**config.mk**
```make
export PLATFORM = sky130hd
export DESIGN_NAME = fetch_sequencer
export DESIGN_NICKNAME = d
export VERILOG_FILES = /design/src/rtl/fetch_sequencer.sv
export SDC_FILE = /design/constraint.sdc
export NUM_CORES = 1
export LEC_CHECK = 0
export ABC_AREA = 1
export ABC_CLOCK_PERIOD_IN_PS = 3760
export CAP_MARGIN = 20
export CORE_MARGIN = 2
export CORE_UTILIZATION = 47
export DETAILED_ROUTE_END_ITERATION = 6
export PLACE_DENSITY = 0.89
export SETUP_SLACK_MARGIN = 0.02
export SYNTH_ARGS = -nofsm -noshare
export SYNTH_HDL_FRONTEND = slang
export SYNTH_SLANG_ARGS = --single-unit
```
**constraint.sdc**
```tcl
create_clock -name clk -period 3.76 [get_ports clk]
set_clock_uncertainty 0.2 [all_clocks]
set_input_delay 1.128 -clock clk [delete_from_list [all_inputs] [get_ports clk]]
set_output_delay 1.128 -clock clk [all_outputs]
set_load 0.01 [all_outputs]
```
**src/rtl/fetch_sequencer.sv**
```systemverilog
// fetch_sequencer: front end of the multi-cycle CPU.
// Owns the program counter, presents the instruction-memory address, latches
// the fetched word and steps through the IF/ID/EX/WB phases. A halt opcode
// parks the sequencer in HALT after its own write-back until reset.
module fetch_sequencer #(
  parameter int          IMEM_AW  = 8,
  parameter logic [31:0] RESET_PC = 32'd0,
  parameter logic [5:0]  HALT_OP  = 6'h3f
) (
  input  logic               clk,
  input  logic               rstd,
  input  logic               run,
  input  logic [31:0]        imem_rdata,
  input  logic [31:0]        nextpc,
  output logic [IMEM_AW-1:0] imem_addr,
  output logic [31:0]        ins,
  output logic [31:0]        pc,
  output logic [3:0]         phase,
  output logic               mem_en,
  output logic               wb_en,
  output logic               halted,
  output logic [31:0]        retired
);

  typedef enum logic [2:0] {
    S_IF   = 3'd0,
    S_ID   = 3'd1,
    S_EX   = 3'd2,
    S_WB   = 3'd3,
    S_HALT = 3'd4
  } state_t;

  state_t      r_state;
  state_t      w_nextState;
  logic [31:0] r_pc;
  logic [31:0] r_ins;
  logic [31:0] r_retired;
  logic [3:0]  w_phase;
  logic        w_memEn;
  logic        w_wbEn;
  logic        w_halted;
  logic        w_isHalt;

  // The latched instruction decides, during WB, whether we stop or continue.
  assign w_isHalt = (r_ins[31:26] == HALT_OP);

  // Phase register; reset drops straight back to IF from any phase.
  always_ff @(posedge clk or negedge rstd) begin
    if (!rstd) begin
      r_state <= S_IF;
    end else begin
      r_state <= w_nextState;
    end
  end

  // Next phase plus every state-decoded output; run only matters in IF.
  always_comb begin
    w_nextState = r_state;
    w_phase     = 4'b0000;
    w_memEn     = 1'b0;
    w_wbEn      = 1'b0;
    w_halted    = 1'b0;
    case (r_state)
      S_IF: begin
        w_phase = 4'b0001;
        if (run) begin
          w_nextState = S_ID;
        end
      end
      S_ID: begin
        w_phase     = 4'b0010;
        w_nextState = S_EX;
      end
      S_EX: begin
        w_phase     = 4'b0100;
        w_memEn     = 1'b1;
        w_nextState = S_WB;
      end
      S_WB: begin
        w_phase     = 4'b1000;
        w_wbEn      = 1'b1;
        w_nextState = w_isHalt ? S_HALT : S_IF;
      end
      S_HALT: begin
        w_halted    = 1'b1;
        w_nextState = S_HALT;
      end
      default: begin
        w_nextState = S_IF;
      end
    endcase
  end

  // Datapath: ins is written only on the ID edge (memory data is valid one
  // cycle after the IF address); pc and the retire count move only on WB.
  always_ff @(posedge clk or negedge rstd) begin
    if (!rstd) begin
      r_pc      <= RESET_PC;
      r_ins     <= 32'd0;
      r_retired <= 32'd0;
    end else begin
      case (r_state)
        S_ID: begin
          r_ins <= imem_rdata;
        end
        S_WB: begin
          r_retired <= r_retired + 32'd1;
          if (!w_isHalt) begin
            r_pc <= nextpc;
          end
        end
        default: begin
        end
      endcase
    end
  end

  // Addresses beyond the memory size alias through truncation of pc.
  assign imem_addr = r_pc[IMEM_AW-1:0];
  assign ins       = r_ins;
  assign pc        = r_pc;
  assign retired   = r_retired;
  assign phase     = w_phase;
  assign mem_en    = w_memEn;
  assign wb_en     = w_wbEn;
  assign halted    = w_halted;

endmodule

```
==> results.ini, run 1 <==
[timing]
fmax_ghz=0.3199
tightest_slew_ns=0.5757
rsz0062_at_grt=false
drv_slew=0
setup_violations=0
hold_violations=0
whs_ns=0.2780
period_needed_ns=3.126
min_period_over_period_pct=83.13
slew_headroom_pct=61.62
tns_ns=0

[power_and_ir_drop]
p_leak_nw=3.095
p_sw_share_pct=36.55
p_comb_share_pct=45.7
power_density_nw_per_um2=685.4
total_power_w=0.004442
intPower_w=0.002819
peakVddDrop_uv=464.4
seqPwrFrac_pct=38.4
p_switching_w=0.001623
power.share.clock_pct=15.9

[synthesis]
postSynthCellCount=526
async_flop_share_pct=100.0
synth_cell_type_count=26
yosysMostFrequentCell=nand2_1
yosys-top-cells-count=nand2_1, dfrtp_1, nand3_1, inv_1, nor2_1
synthAdderAreaFrac_pct=0.2826
synthMuxAreaShare_pct=0
syn_area_um2=4428
synth-edff-count=0
synthTopCellsByArea=dfrtp_1, nand2_1, nand3_1
syn_nets=594
syn_avg_cell_area_um2=8.418
synth_area_leader_cell=dfrtp_1
synthXorXnorAreaFrac_pct=3.956
synth_compound_area_share_pct=0.7629
ys_ff_latch=99
yosysSeqAreaShare_pct=55.95
yosys_warnings=0
synth.top_cell.area_share_pct=55.95
synth_top_family_by_area=simple AND/OR/NAND/NOR gates
synth-simple-area-share_pct=32.52
synth_ff_type=dfrtp_1

[final_layout]
final_cell_area_um2=6481
syn_to_final_growth_pct=46.37
fin_nets=763
antenna_cells=0
drive_gt1_share_pct=5.143
num-fill-cells=724
fin_cells=811

[setup_path]
slowest_delay_ns=0.57
path_cells=inv_1, nand2_1, nor2_1, clkdlybuf4s50_1
cp.required_ns=2.43
path_delay_family=buffers and inverters
cp-start-kind=flop
endpoint_kind=output port
worst-path-buf-inv=2
path_class=reg -> out
worstPathArrival_ns=1.80
cpMaxStageDelayCell=clkdlybuf4s50_1
crit_fanout=5

[route]
drc_errors=0
num_vias=4058
drt-pass1-iter-count=4
wl_per_cell_um=14.32
ant_nets=0
routed_wirelength_mm=11.61
vias_per_cell=5.004
drt_iter0_drc=158

[grt]
grt_pass1_vias=4034
antenna_found_initial=0
grt_pass1_wl_mm=18.84
grt_usage_pct=23.25
grt.overflow.total=0
grt_max_degree=55

[placed_design]
place_hpwl_mm=8.630
dpl_cell_area_um2=6246
placedCellCount=794
port_buffers=177
place_congestion=0.9033

[worst_hold_path]
worst_hold_path_type=reg -> reg

[clocking]
clock-root-buffer=clkbuf_8
ctsResizeCount=0
path_clk_slew_ns=0.09
clock_sink_count=99
cts_made_buffers=9
clockBufferDepth=2
cts_hold_buf=0
cts_max_level=3
insertion_delay_ns=0.36
cts_setup_buffers=0
tritoncts=yes

[die]
coreArea_um2=9196
die_h_um=101.1
fp-row-count=35
dieArea_um2=10210
ios=178
start_util_pct=48.15
die_w_um=101.1

[job]
maxCapViolCount=0

[run_status]
outcome=finished, final reports clean

routing by layer:
metal | vias to the layer above | wire [um] | GRT usage, %
met1 | 1913 | 4759 | 28.70
met2 | 160 | 5955 | 41.21
met3 | 21 | 660 | 3.745
li1 | 1964 | - | -
met4 | 0 | 238 | 8.212
met5 | - | 0 | 0
worst paths after layout:
check | cells past startpoint | start | slack (ns) | end
worst max-delay path | 4 | r_state[1] | 0.63 | phase[0]
worst min-delay path | 2 | pc[18] | 0.28 | pc[18]
worst max register to register | 8 | r_state[1] | 1.69 | retired[23]
worst min register to register | 2 | pc[18] | 0.28 | pc[18]
max in group asynchronous | 2 | rstd | 2.11 | ins[10]
min in group asynchronous | 1 | rstd | 0.55 | pc[20]
worst min-delay path, cell delays in order, from the launching register on:
cell,delay [ns]
dfrtp_1,0.35
nand2_1,0.05
nand2_1,0.05
stage by stage:
step / setup WS [ns] / util (%)
after floorplan: 1.414 / -
after global placement: 1.044 / 67.92
after detailed placement: 1.019 / 67.92
after CTS: 0.6243 / 70.18
after global routing: 0.5592 / 70.48
final: 0.6342 / 70.48
cells in the final DEF (no fill, tap or decap), drive strengths merged, types with 4 or more instances in the layout:
master | synthesis | routed
inv | 40 | 43
buf | 18 | 6
nor2 | 38 | 38
nand3 | 50 | 50
xnor2 | 10 | 10
nor3 | 4 | 4
clkdlybuf4s50 | 0 | 176
o21ai | 4 | 4
clkbuf | 6 | 9
xor2 | 10 | 10
dfrtp | 99 | 99
nand4 | 14 | 14
nand2 | 227 | 227
registers in the layout, indices dropped and copies added (netlist names):
| register | flops |
|---|---|
| retired | 32 |
| ins | 32 |
| r_state | 3 |
| pc | 32 |
power groups by stage:
stage | clock network [W] | registers [W] | logic (W)
6_report | 0.000705 | 0.00171 | 0.00203
5_1_grt | 0.000779 | 0.00175 | 0.00223
4_1_cts | 0.000729 | 0.00171 | 0.00203
3_5_place_dp | 0 | 0.00172 | 0.00203
3_3_place_gp | 0 | 0.00170 | 0.00197
2_1_floorplan | 0 | 0.00186 | 0.000773
kinds of logic (layout without fill, tap and decap cells):
logic type | count (synthesis) | in the layout
AOI/OAI and AO/OA | 6 | 6
and+or+nand+nor | 336 | 336
DFF | 99 | 99
buffers and inverters | 64 | 238
xor gates and xnor gates | 20 | 20
adders and majority gates | 1 | 1
cell type report:
type / instances / area [um^2] / share of cell area (%)
clock buffer: 9 / 123.9 / 1.911
clock inverter: 7 / 83.83 / 1.293
inverter: 40 / 150.1 / 2.317
multi-input combinational: 363 / 1668 / 25.73
sequential: 99 / 2477 / 38.22
tap: 111 / 138.9 / 2.143
timing repair buffer: 182 / 1839 / 28.38
Power figures use the tool's default switching activity.
==> run 2, diff against run 1 <==
ABC_CLOCK_PERIOD_IN_PS = 2800   (was 3760)
CORE_UTILIZATION = 39   (was 47)
PLACE_DENSITY = 0.79   (was 0.89)
clock period = 2.8 ns   (was 3.76 ns; I/O delays follow)
==> run 2 against run 1 <==
Effect of this change:
- global-route usage down 4.5 points
- critical path type unchanged
- critical path depth unchanged
- sequential share of layout area down 0.68 points
- first-iteration DRC count up 77%
- cell count up 3.7%
- power up 40%
- combinational power up 33%
- clock-buffer cell count up 4
- hold slack worse by 0.045 ns
==> results.ini, run 2 (synthesized netlist as in run 1, its figures left out) <==
[run_status]
outcome=finished, final reports clean  ; unchanged

[timing]
tns_ns=0  ; unchanged
drv_slew=0  ; unchanged
fmax_ghz=0.3705
period_needed_ns=2.699
min_period_over_period_pct=96.39
hold_violations=0  ; unchanged
slew_headroom_pct=63.10  ; was 61.62%
rsz0062_at_grt=true  ; was false
setup_violations=0  ; unchanged
tightest_slew_ns=0.5526  ; was 0.5757 ns

[setup_path]
endpoint_kind=output port  ; unchanged
r2r-start=r_state[1]  ; unchanged
path_class=reg -> out  ; unchanged
cp-start-kind=flop  ; unchanged
ff2ff_setup_slack_ns=0.76  ; was 1.69 ns
crit_fanout=4  ; was 5
rr_endpoint=retired[23]  ; unchanged
worstPathArrival_ns=1.66  ; was 1.80 ns
reg2reg_depth=8  ; unchanged
cp.required_ns=1.76  ; was 2.43 ns

[power_and_ir_drop]
peakVddDrop_uv=643.7  ; was 464.4 uV
p_leak_nw=3.156  ; was 3.095 nW
power_density_nw_per_um2=938.5  ; was 685.4 nW/um^2

[final_layout]
num-fill-cells=929  ; was 724
drive_gt1_share_pct=5.421  ; was 5.143%
layout_common_cells=nand2_1, clkdlybuf4s50_1, dfrtp_1, nand3_1, inv_1  ; unchanged
final_common_cell=nand2_1  ; unchanged
regArea_um2=2480  ; was 2477 um^2
syn_to_final_growth_pct=49.17  ; was 46.37%
utilization_pct=60.40  ; was 70.48%
fin_nets=765  ; was 763
multi_input_area_um2=1668  ; unchanged
antenna_cells=0  ; unchanged

[clocking]
cts_setup_buffers=0  ; unchanged
clockBufferDepth=2  ; unchanged
tritoncts=yes  ; unchanged
clock_sink_count=99  ; unchanged
cts_hold_buf=0  ; unchanged
insertion_delay_ns=0.34  ; was 0.36 ns
clock-root-buffer=clkbuf_16  ; was clkbuf_8
cts_made_buffers=9  ; unchanged
cts_max_level=3  ; unchanged
path_clk_slew_ns=0.06  ; was 0.09 ns

[die]
fp-row-count=38  ; was 35
die_h_um=110.6  ; was 101.1 um
coreArea_um2=10940  ; was 9196 um^2
start_util_pct=40.49  ; was 48.15%
die_w_um=110.6  ; was 101.1 um
ios=178  ; unchanged
dieArea_um2=12220  ; was 10,210 um^2

[grt]
grt_usage_pct=18.76  ; was 23.25%
grt_max_degree=49  ; was 55
antenna_found_initial=0  ; unchanged
grt_pass1_vias=3786  ; was 4,034
grt.overflow.total=0  ; unchanged
grt_pass1_wl_mm=18.71  ; was 18.84 mm

[placed_design]
place_hpwl_mm=8.580  ; was 8.630 mm
place_congestion=0.8752  ; was 0.9033
port_buffers=177  ; unchanged

[route]
ant_nets=0  ; unchanged
wl_per_cell_um=13.45  ; was 14.32 um
routed_wirelength_mm=11.31  ; was 11.61 mm
num_vias=4002  ; was 4,058
drt-pass1-iter-count=5  ; was 4
vias_per_cell=4.759  ; was 5.004
drc_errors=0  ; unchanged
drt_iter0_drc=279  ; was 158

[job]
maxCapViolCount=0  ; unchanged

[worst_hold_path]
worst_hold_path_type=in -> async  ; was reg -> reg

==> run 2: cell types whose count changed in the layout (fill, tap and decap cells not counted), moves of 2 or more <==
cell / previous run / this run
inv_8: 2 / 0
clkinvlp_4: 3 / 0
clkbuf_8: 9 / 2
dfrtp_1: 99 / 97
dfrtp_2: 0 / 2
buf_4: 4 / 7
clkbuf_16: 0 / 9
clkbuf_1: 0 / 2
==> run 2: worst max-delay path, stage by stage, from the launching register on <==
cell             delay (ns)
dfrtp_1                0.42
inv_1                  0.14
nand2_1                0.11
nor2_1                 0.11
clkdlybuf4s50_1        0.54
==> run 2: how the worst max path moves through the flow <==
stage	startpoint	to	slack (ns)	cells past startpoint
2_1_floorplan	r_state[2]	phase[1]	0.74	2
3_3_place_gp	r_state[2]	phase[2]	0.47	4
3_5_place_dp	r_state[1]	halted	0.41	4
4_1_cts	r_state[1]	halted	0.03	4
5_1_grt	r_state[0]	halted	0.02	4
6_report	r_state[0]	halted	0.10	4
==> run 2: per-stage QoR <==
step,setup slack [ns],hold WS [ns],total power [W],instances,area [um^2]
CTS,0.03411,0.2336,0.006272,841,6600
finish,0.1010,0.2329,0.006199,841,6605
global placement,0.4653,0.2553,0.004953,826,6305
global route,0.01866,0.2498,0.006621,841,6605
floorplan,0.7423,0.3065,0.003529,526,4428
detailed placement,0.4092,0.2595,0.005027,826,6305
==> run 2: report_power, final <==
part / total, W / internal [W] / switching, W
clock network: 0.00123 / 0.000735 / 0.000490
registers: 0.00228 / 0.00195 / 0.000336
logic: 0.00269 / 0.00139 / 0.00130
==> run 2: cell type report <==
| type | count | share of cell area [%] |
|---|---|---|
| well taps | 140 | 2.652 |
| repair buffers | 184 | 27.81 |
| flip-flops and latches | 99 | 37.55 |
| inverters | 40 | 2.273 |
| clock buffers | 13 | 3.940 |
| multi-input cells | 363 | 25.25 |
| clock inverters | 2 | 0.5304 |
==> run 2: metal layers <==
layer	part of all wire [%]	track usage [%]	wire, um	up-vias
met5	0	0	0	-
met4	2.2	7.417	250	0
met3	8.0	5.434	900	19
met2	48	30.63	5407	154
met1	42	23.52	4753	1860
li1	-	-	-	1969
==> run 2: timing repair <==
action | in CTS | in global routing
endpoints found under the hold margin | 0 | 0
endpoints found under the setup margin | 0 | 4
resized for setup | 0 | 4
